[src/rtl/serial_subtractor_pkg.sv]
// rtl/serial_subtractor_pkg.sv - shared types for the bit-serial subtractor
package sub_pkg;

  typedef enum logic [1:0] {
    IDLE = 2'd0,
    RUN  = 2'd1,
    DONE = 2'd2
  } sub_state_t;

endpackage

[src/rtl/serial_subtractor_if.sv]
// rtl/serial_subtractor_if.sv - operand/result handshake bundle for the serial subtractor
interface serial_subtractor_if #(
  parameter int WIDTH = 8
);

  logic             in_valid;
  logic             in_ready;
  logic [WIDTH-1:0] a;
  logic [WIDTH-1:0] b;
  logic             out_valid;
  logic             out_ready;
  logic [WIDTH-1:0] y;
  logic             borrow;
  logic             ovf;
  logic             zero;

  modport master (
    output in_valid, a, b, out_ready,
    input  in_ready, out_valid, y, borrow, ovf, zero
  );

  modport slave (
    input  in_valid, a, b, out_ready,
    output in_ready, out_valid, y, borrow, ovf, zero
  );

endinterface

[src/rtl/serial_subtractor_full_subtractor.sv]
// rtl/serial_subtractor_full_subtractor.sv - 1-bit combinational full subtractor cell
module full_subtractor (
  input  logic a,
  input  logic b,
  input  logic bin,
  output logic d,
  output logic bout
);

  assign d    = a ^ b ^ bin;
  assign bout = (~a & b) | (~(a ^ b) & bin);

endmodule

[src/rtl/serial_subtractor.sv]
// rtl/serial_subtractor.sv - LSB-first bit-serial two's-complement subtractor y = a - b
module serial_subtractor
  import sub_pkg::*;
#(
  parameter int WIDTH = 8
) (
  input  logic               clk,
  input  logic               rst_n,
  serial_subtractor_if.slave bus
);

  localparam int               CNT_W = $clog2(WIDTH);
  localparam logic [CNT_W-1:0] LAST  = CNT_W'(WIDTH - 1);

  sub_state_t       state_q, state_d;
  logic [CNT_W-1:0] cnt_q, cnt_d;
  logic [WIDTH-1:0] a_sh_q, a_sh_d;
  logic [WIDTH-1:0] b_sh_q, b_sh_d;
  logic             br_q, br_d;
  logic [WIDTH-1:0] res_q, res_d;
  logic [WIDTH-1:0] y_q, y_d;
  logic             borrow_q, borrow_d;
  logic             ovf_q, ovf_d;
  logic             zero_q, zero_d;

  logic             bit_d;
  logic             bit_bout;

  full_subtractor u_fs (
    .a    (a_sh_q[0]),
    .b    (b_sh_q[0]),
    .bin  (br_q),
    .d    (bit_d),
    .bout (bit_bout)
  );

  always_comb begin
    state_d  = state_q;
    cnt_d    = cnt_q;
    a_sh_d   = a_sh_q;
    b_sh_d   = b_sh_q;
    br_d     = br_q;
    res_d    = res_q;
    y_d      = y_q;
    borrow_d = borrow_q;
    ovf_d    = ovf_q;
    zero_d   = zero_q;

    case (state_q)
      IDLE: begin
        if (bus.in_valid) begin
          a_sh_d  = bus.a;
          b_sh_d  = bus.b;
          br_d    = 1'b0;
          cnt_d   = '0;
          res_d   = '0;
          state_d = RUN;
        end
      end
      RUN: begin
        a_sh_d = a_sh_q >> 1;
        b_sh_d = b_sh_q >> 1;
        br_d   = bit_bout;
        res_d  = {bit_d, res_q[WIDTH-1:1]};
        if (cnt_q == LAST) begin
          // On the last step the shift-register LSBs are the operand sign bits.
          state_d  = DONE;
          y_d      = res_d;
          borrow_d = bit_bout;
          ovf_d    = (a_sh_q[0] ^ b_sh_q[0]) & (bit_d ^ a_sh_q[0]);
          zero_d   = (res_d == '0);
        end else begin
          cnt_d = cnt_q + CNT_W'(1);
        end
      end
      DONE: begin
        if (bus.out_ready) begin
          state_d = IDLE;
        end
      end
      default: state_d = IDLE;
    endcase
  end

  always_ff @(posedge clk or negedge rst_n) begin
    if (!rst_n) begin
      state_q  <= IDLE;
      cnt_q    <= '0;
      a_sh_q   <= '0;
      b_sh_q   <= '0;
      br_q     <= 1'b0;
      res_q    <= '0;
      y_q      <= '0;
      borrow_q <= 1'b0;
      ovf_q    <= 1'b0;
      zero_q   <= 1'b0;
    end else begin
      state_q  <= state_d;
      cnt_q    <= cnt_d;
      a_sh_q   <= a_sh_d;
      b_sh_q   <= b_sh_d;
      br_q     <= br_d;
      res_q    <= res_d;
      y_q      <= y_d;
      borrow_q <= borrow_d;
      ovf_q    <= ovf_d;
      zero_q   <= zero_d;
    end
  end

  assign bus.in_ready  = (state_q == IDLE);
  assign bus.out_valid = (state_q == DONE);
  assign bus.y         = y_q;
  assign bus.borrow    = borrow_q;
  assign bus.ovf       = ovf_q;
  assign bus.zero      = zero_q;

endmodule
[src/flat_wrapper.sv]
// flat-port wrapper written by rule: the top's interface ports become plain ports
module serial_subtractor_flat import sub_pkg::*;
#(
  parameter int WIDTH = 8
)
  (clk, rst_n, bus_in_valid, bus_a, bus_b, bus_out_ready, bus_in_ready, bus_out_valid, bus_y, bus_borrow, bus_ovf, bus_zero);
  serial_subtractor_if #(.WIDTH(WIDTH)) bus_i ();
  input  logic clk;
  input  logic rst_n;
  input wire logic [$bits(bus_i.in_valid)-1:0] bus_in_valid;
  input wire logic [$bits(bus_i.a)-1:0] bus_a;
  input wire logic [$bits(bus_i.b)-1:0] bus_b;
  input wire logic [$bits(bus_i.out_ready)-1:0] bus_out_ready;
  output wire logic [$bits(bus_i.in_ready)-1:0] bus_in_ready;
  output wire logic [$bits(bus_i.out_valid)-1:0] bus_out_valid;
  output wire logic [$bits(bus_i.y)-1:0] bus_y;
  output wire logic [$bits(bus_i.borrow)-1:0] bus_borrow;
  output wire logic [$bits(bus_i.ovf)-1:0] bus_ovf;
  output wire logic [$bits(bus_i.zero)-1:0] bus_zero;
  assign bus_i.in_valid = bus_in_valid;
  assign bus_i.a = bus_a;
  assign bus_i.b = bus_b;
  assign bus_i.out_ready = bus_out_ready;
  assign bus_in_ready = bus_i.in_ready;
  assign bus_out_valid = bus_i.out_valid;
  assign bus_y = bus_i.y;
  assign bus_borrow = bus_i.borrow;
  assign bus_ovf = bus_i.ovf;
  assign bus_zero = bus_i.zero;
  serial_subtractor #(.WIDTH(WIDTH)) u_core (.clk(clk), .rst_n(rst_n), .bus(bus_i));
endmodule
[config.mk]
export PLATFORM = sky130hd
export DESIGN_NAME = serial_subtractor_flat
export DESIGN_NICKNAME = d
export VERILOG_FILES = /design/src/rtl/serial_subtractor_pkg.sv /design/src/rtl/serial_subtractor_if.sv /design/src/rtl/serial_subtractor_full_subtractor.sv /design/src/rtl/serial_subtractor.sv /design/src/flat_wrapper.sv
export SDC_FILE = /design/constraint.sdc
export NUM_CORES = 1
export LEC_CHECK = 0
export CORE_ASPECT_RATIO = 0.8
export CORE_MARGIN = 8
export CORE_UTILIZATION = 45
export DETAILED_ROUTE_END_ITERATION = 12
export GPL_TIMING_DRIVEN = 0
export PLACE_DENSITY = 0.7
export SLEW_MARGIN = 10
export SYNTH_ARGS = -nofsm -noshare
export SYNTH_HDL_FRONTEND = slang
export SYNTH_HIERARCHICAL = 1
export SYNTH_SLANG_ARGS = --single-unit
[constraint.sdc]
create_clock -name clk -period 3.97 [get_ports clk]
set_input_delay 1.191 -clock clk [delete_from_list [all_inputs] [get_ports clk]]
set_output_delay 1.191 -clock clk [all_outputs]
set_load 0.005 [all_outputs]
==> results.sh <==
export IMPL_dp_slack_ns=1.45
export IMPL_multi_input_area_um2=729
export IMPL_htree_num_levels=2
export IMPL_first_pass_iters=4
export IMPL_grt_pass1_vias=1300
export IMPL_final_nets=212
export IMPL_die_h_um=73.2
export IMPL_hold_buffers=0
export IMPL_drt_iter0_markers=44
export IMPL_cap_violations=0
export IMPL_worst_slew_margin_rel_pct=71.9
export IMPL_synth_edf_count=0
export IMPL_seq_area_mm2=0.00100
export IMPL_syn2layout_area_growth_pct=27.6
export IMPL_yosys_area_top_type_share_pct=54.5
export IMPL_slowest_stage="clkdlybuf4s50_1"
export IMPL_fp_dieW_um=87.5
export IMPL_num_vias=1234
export IMPL_synth_ff_type="dfrtp_1"
export IMPL_vdd_drop_max_mv=0.357
export IMPL_outcome="completed"
export IMPL_path_buf_inv=3
export IMPL_cts_setup_buffers=0
export IMPL_clk_pin_slew_ns=0.07
export IMPL_drv_slew=0
export IMPL_placed_cell_area_mm2=0.00225
export IMPL_ys_ff_latch=40
export IMPL_crit_fanout=10
export IMPL_period_needed_ns=2.79
export IMPL_finalInstanceArea_mm2=0.00235
export IMPL_grt_pass1_wl_mm=6.15
export IMPL_track_usage_pct=12.4
export IMPL_portBuffers=32
export IMPL_io_pin_count=33
export IMPL_required_ns=2.78
export IMPL_gp_congestion=0.758
export IMPL_max_freq_mhz=359
export IMPL_rsz0062_at_grt="no"
export IMPL_drc=0
export IMPL_p_leak_uw=0.00110
export IMPL_synth_top_cell_by_area="dfrtp_1"
export IMPL_core_area_mm2=0.00385
export IMPL_yosysWarnings=6
export IMPL_tritoncts="done"
export IMPL_path_cells="buf_6 -> or2b_1 -> inv_1 -> clkdlybuf4s50_1"
export IMPL_whs_ns=0.485
export IMPL_synth_distinct_cells=27
export IMPL_startpoint_type="flip-flop"
export IMPL_syn_avg_cell_area_um2=12.3
export IMPL_cts_sinks=40
export IMPL_fin_tns_setup_ns=0
export IMPL_syn_area_mm2=0.00184
export IMPL_slowest_delay_ns=0.49
export IMPL_initial_utilization_pct=47.7
export IMPL_yosysSeqAreaShare_pct=54.5
export IMPL_finalCritPeriodShare_pct=70.2
export IMPL_hold_violations=0
export IMPL_rows=20
export IMPL_cp_end_kind="output port"
export IMPL_clk_latency_ns=0.29
export IMPL_power_density_mw_per_mm2=771
export IMPL_ys_top_cells_by_count="40 x dfrtp_1, 19 x nand2_1, 14 x mux2i_1, 10 x a22o_1, 10 x o21ai_1"
export IMPL_synth_area_leaders="dfrtp_1 54%, mux2i_1 7.6%, a22o_1 4.8%, mux2_4 4.1%, nand2_1 3.9%"
export IMPL_cts_root_buffer="clkbuf_8"
export IMPL_dieArea_mm2=0.00640
export IMPL_cp_arrival_ns=1.60
export IMPL_syn_inst=149
export IMPL_grt_max_degree=26
export IMPL_antenna_found_initial=0
export IMPL_cts_buffer_depth=2
export IMPL_skew_ns=0.00357
export IMPL_worstMarginPinSlew_ns=0.422
export IMPL_fill_cells=339
export IMPL_antenna_violating_nets_post_route=0
export IMPL_wire_per_inst_um=14.8
export IMPL_wirelength_mm=3.62
export IMPL_dp_cells=237
export IMPL_dp_hpwl_mm=2.67
export IMPL_fin_ws_ns=1.18
export IMPL_async_flop_share_pct=100
export IMPL_yosysMostFrequentCell="dfrtp_1"
export IMPL_synth_nets=172
export IMPL_grt_ovfl_total=0
export IMPL_cpLargestDelayFamily="buffers and inverters"
export IMPL_cts_repair_resized=0
export IMPL_crit_type="flip-flop to output port"
export IMPL_setup_viol=0
export IMPL_cts_made_buffers=5
export IMPL_vias_per_cell=5.06
export IMPL_final_instance_count_excl_fill=244
export IMPL_n_antenna_cell=0
export IMPL_drive_gt1_share_pct=17.5
export IMPL_min_path_type="flip-flop to flip-flop"
[placed cells by master (no fill, tap or decap), types with 3 or more instances in the layout]
cell             netlist  routed
mux2_4                 5       5
inv_1                  5       5
dfrtp_1               40      40
o21ai_1               10      10
a22o_1                10      10
o21ai_0                9       9
nor2b_1                3       3
buf_2                  4       5
mux2_2                 5       5
clkdlybuf4s50_1        0      31
a21oi_1                3       3
buf_6                  3       3
clkbuf_8               0       7
nand2_1               19      19
mux2i_1               14      14
[path summary, 6_finish.rpt]
path / start / slack, ns / endpoint / cells after the start
max: u_core/state_q[0] / 1.18 / bus_out_valid / 4
min: u_core/b_sh_q[1] / 0.48 / u_core/b_sh_q[1] / 2
max reg2reg: u_core/b_sh_q[0] / 2.32 / u_core/bus.zero / 5
min reg2reg: u_core/b_sh_q[1] / 0.48 / u_core/b_sh_q[1] / 2
max in group asynchronous: rst_n / 2.70 / u_core/bus.ovf / 2
min in group asynchronous: rst_n / 0.82 / u_core/bus.y[0] / 1
[power by group]
group,internal [uW],switching (uW),total (uW)
Combinational,463,356,818
Clock,155,134,288
Sequential,587,114,702
[sequential cells by signal, indices dropped and copies added (netlist names)]
name               flops
u_core/br_q            1
u_core/res_q           7
u_core/cnt_q           3
u_core/a_sh_q          8
u_core/bus.ovf         1
u_core/b_sh_q          8
u_core/bus.zero        1
u_core/state_q         2
u_core/bus.borrow      1
u_core/bus.y           8
[logic make-up (layout without fill, tap and decap cells)]
kind of cell    count (synthesis)  in the layout  share of synthesized area [%]
compound gates                 34             34                           12.2
fa+ha+maj                       3              3                           2.45
buf+inv                        14             54                           5.85
flops                          40             40                           54.5
mux                            24             24                           14.8
simple gates                   34             34                           10.3
[metrics by stage]
| stage | util [%] | total power, uW |
|---|---|---|
| 6_report | 60.9 | 1810 |
| 2_1_floorplan | - | 1260 |
| 3_3_place_gp | 57.8 | 1490 |
| 4_1_cts | 60.9 | 1830 |
| 5_1_grt | 60.9 | 1950 |
| 3_5_place_dp | 58.4 | 1540 |
[layout make-up]
class                      instances  share of cell area (%)
clock buffer                       7                    4.11
buffer                             9                    3.79
tap                               55                    2.93
inverter                           5                   0.800
timing repair buffer              33                    14.6
sequential                        40                    42.7
multi-input combinational         95                    31.1
[tightest hold or removal path, stage by stage (launching register included)]
cell	delay [ns]
dfrtp_1	0.34
nand2_1	0.04
o21ai_0	0.06
[per-layer routing]
metal  part of all wire (%)  global-route usage [%]  vias up
met5                      0                       0        -
met1                     45                    15.1      606
met2                     46                    18.8       32
met4                    1.5                    6.27        0
li1                       -                       -      591
met3                    7.6                    4.72        5
Power figures use the tool's default switching activity.
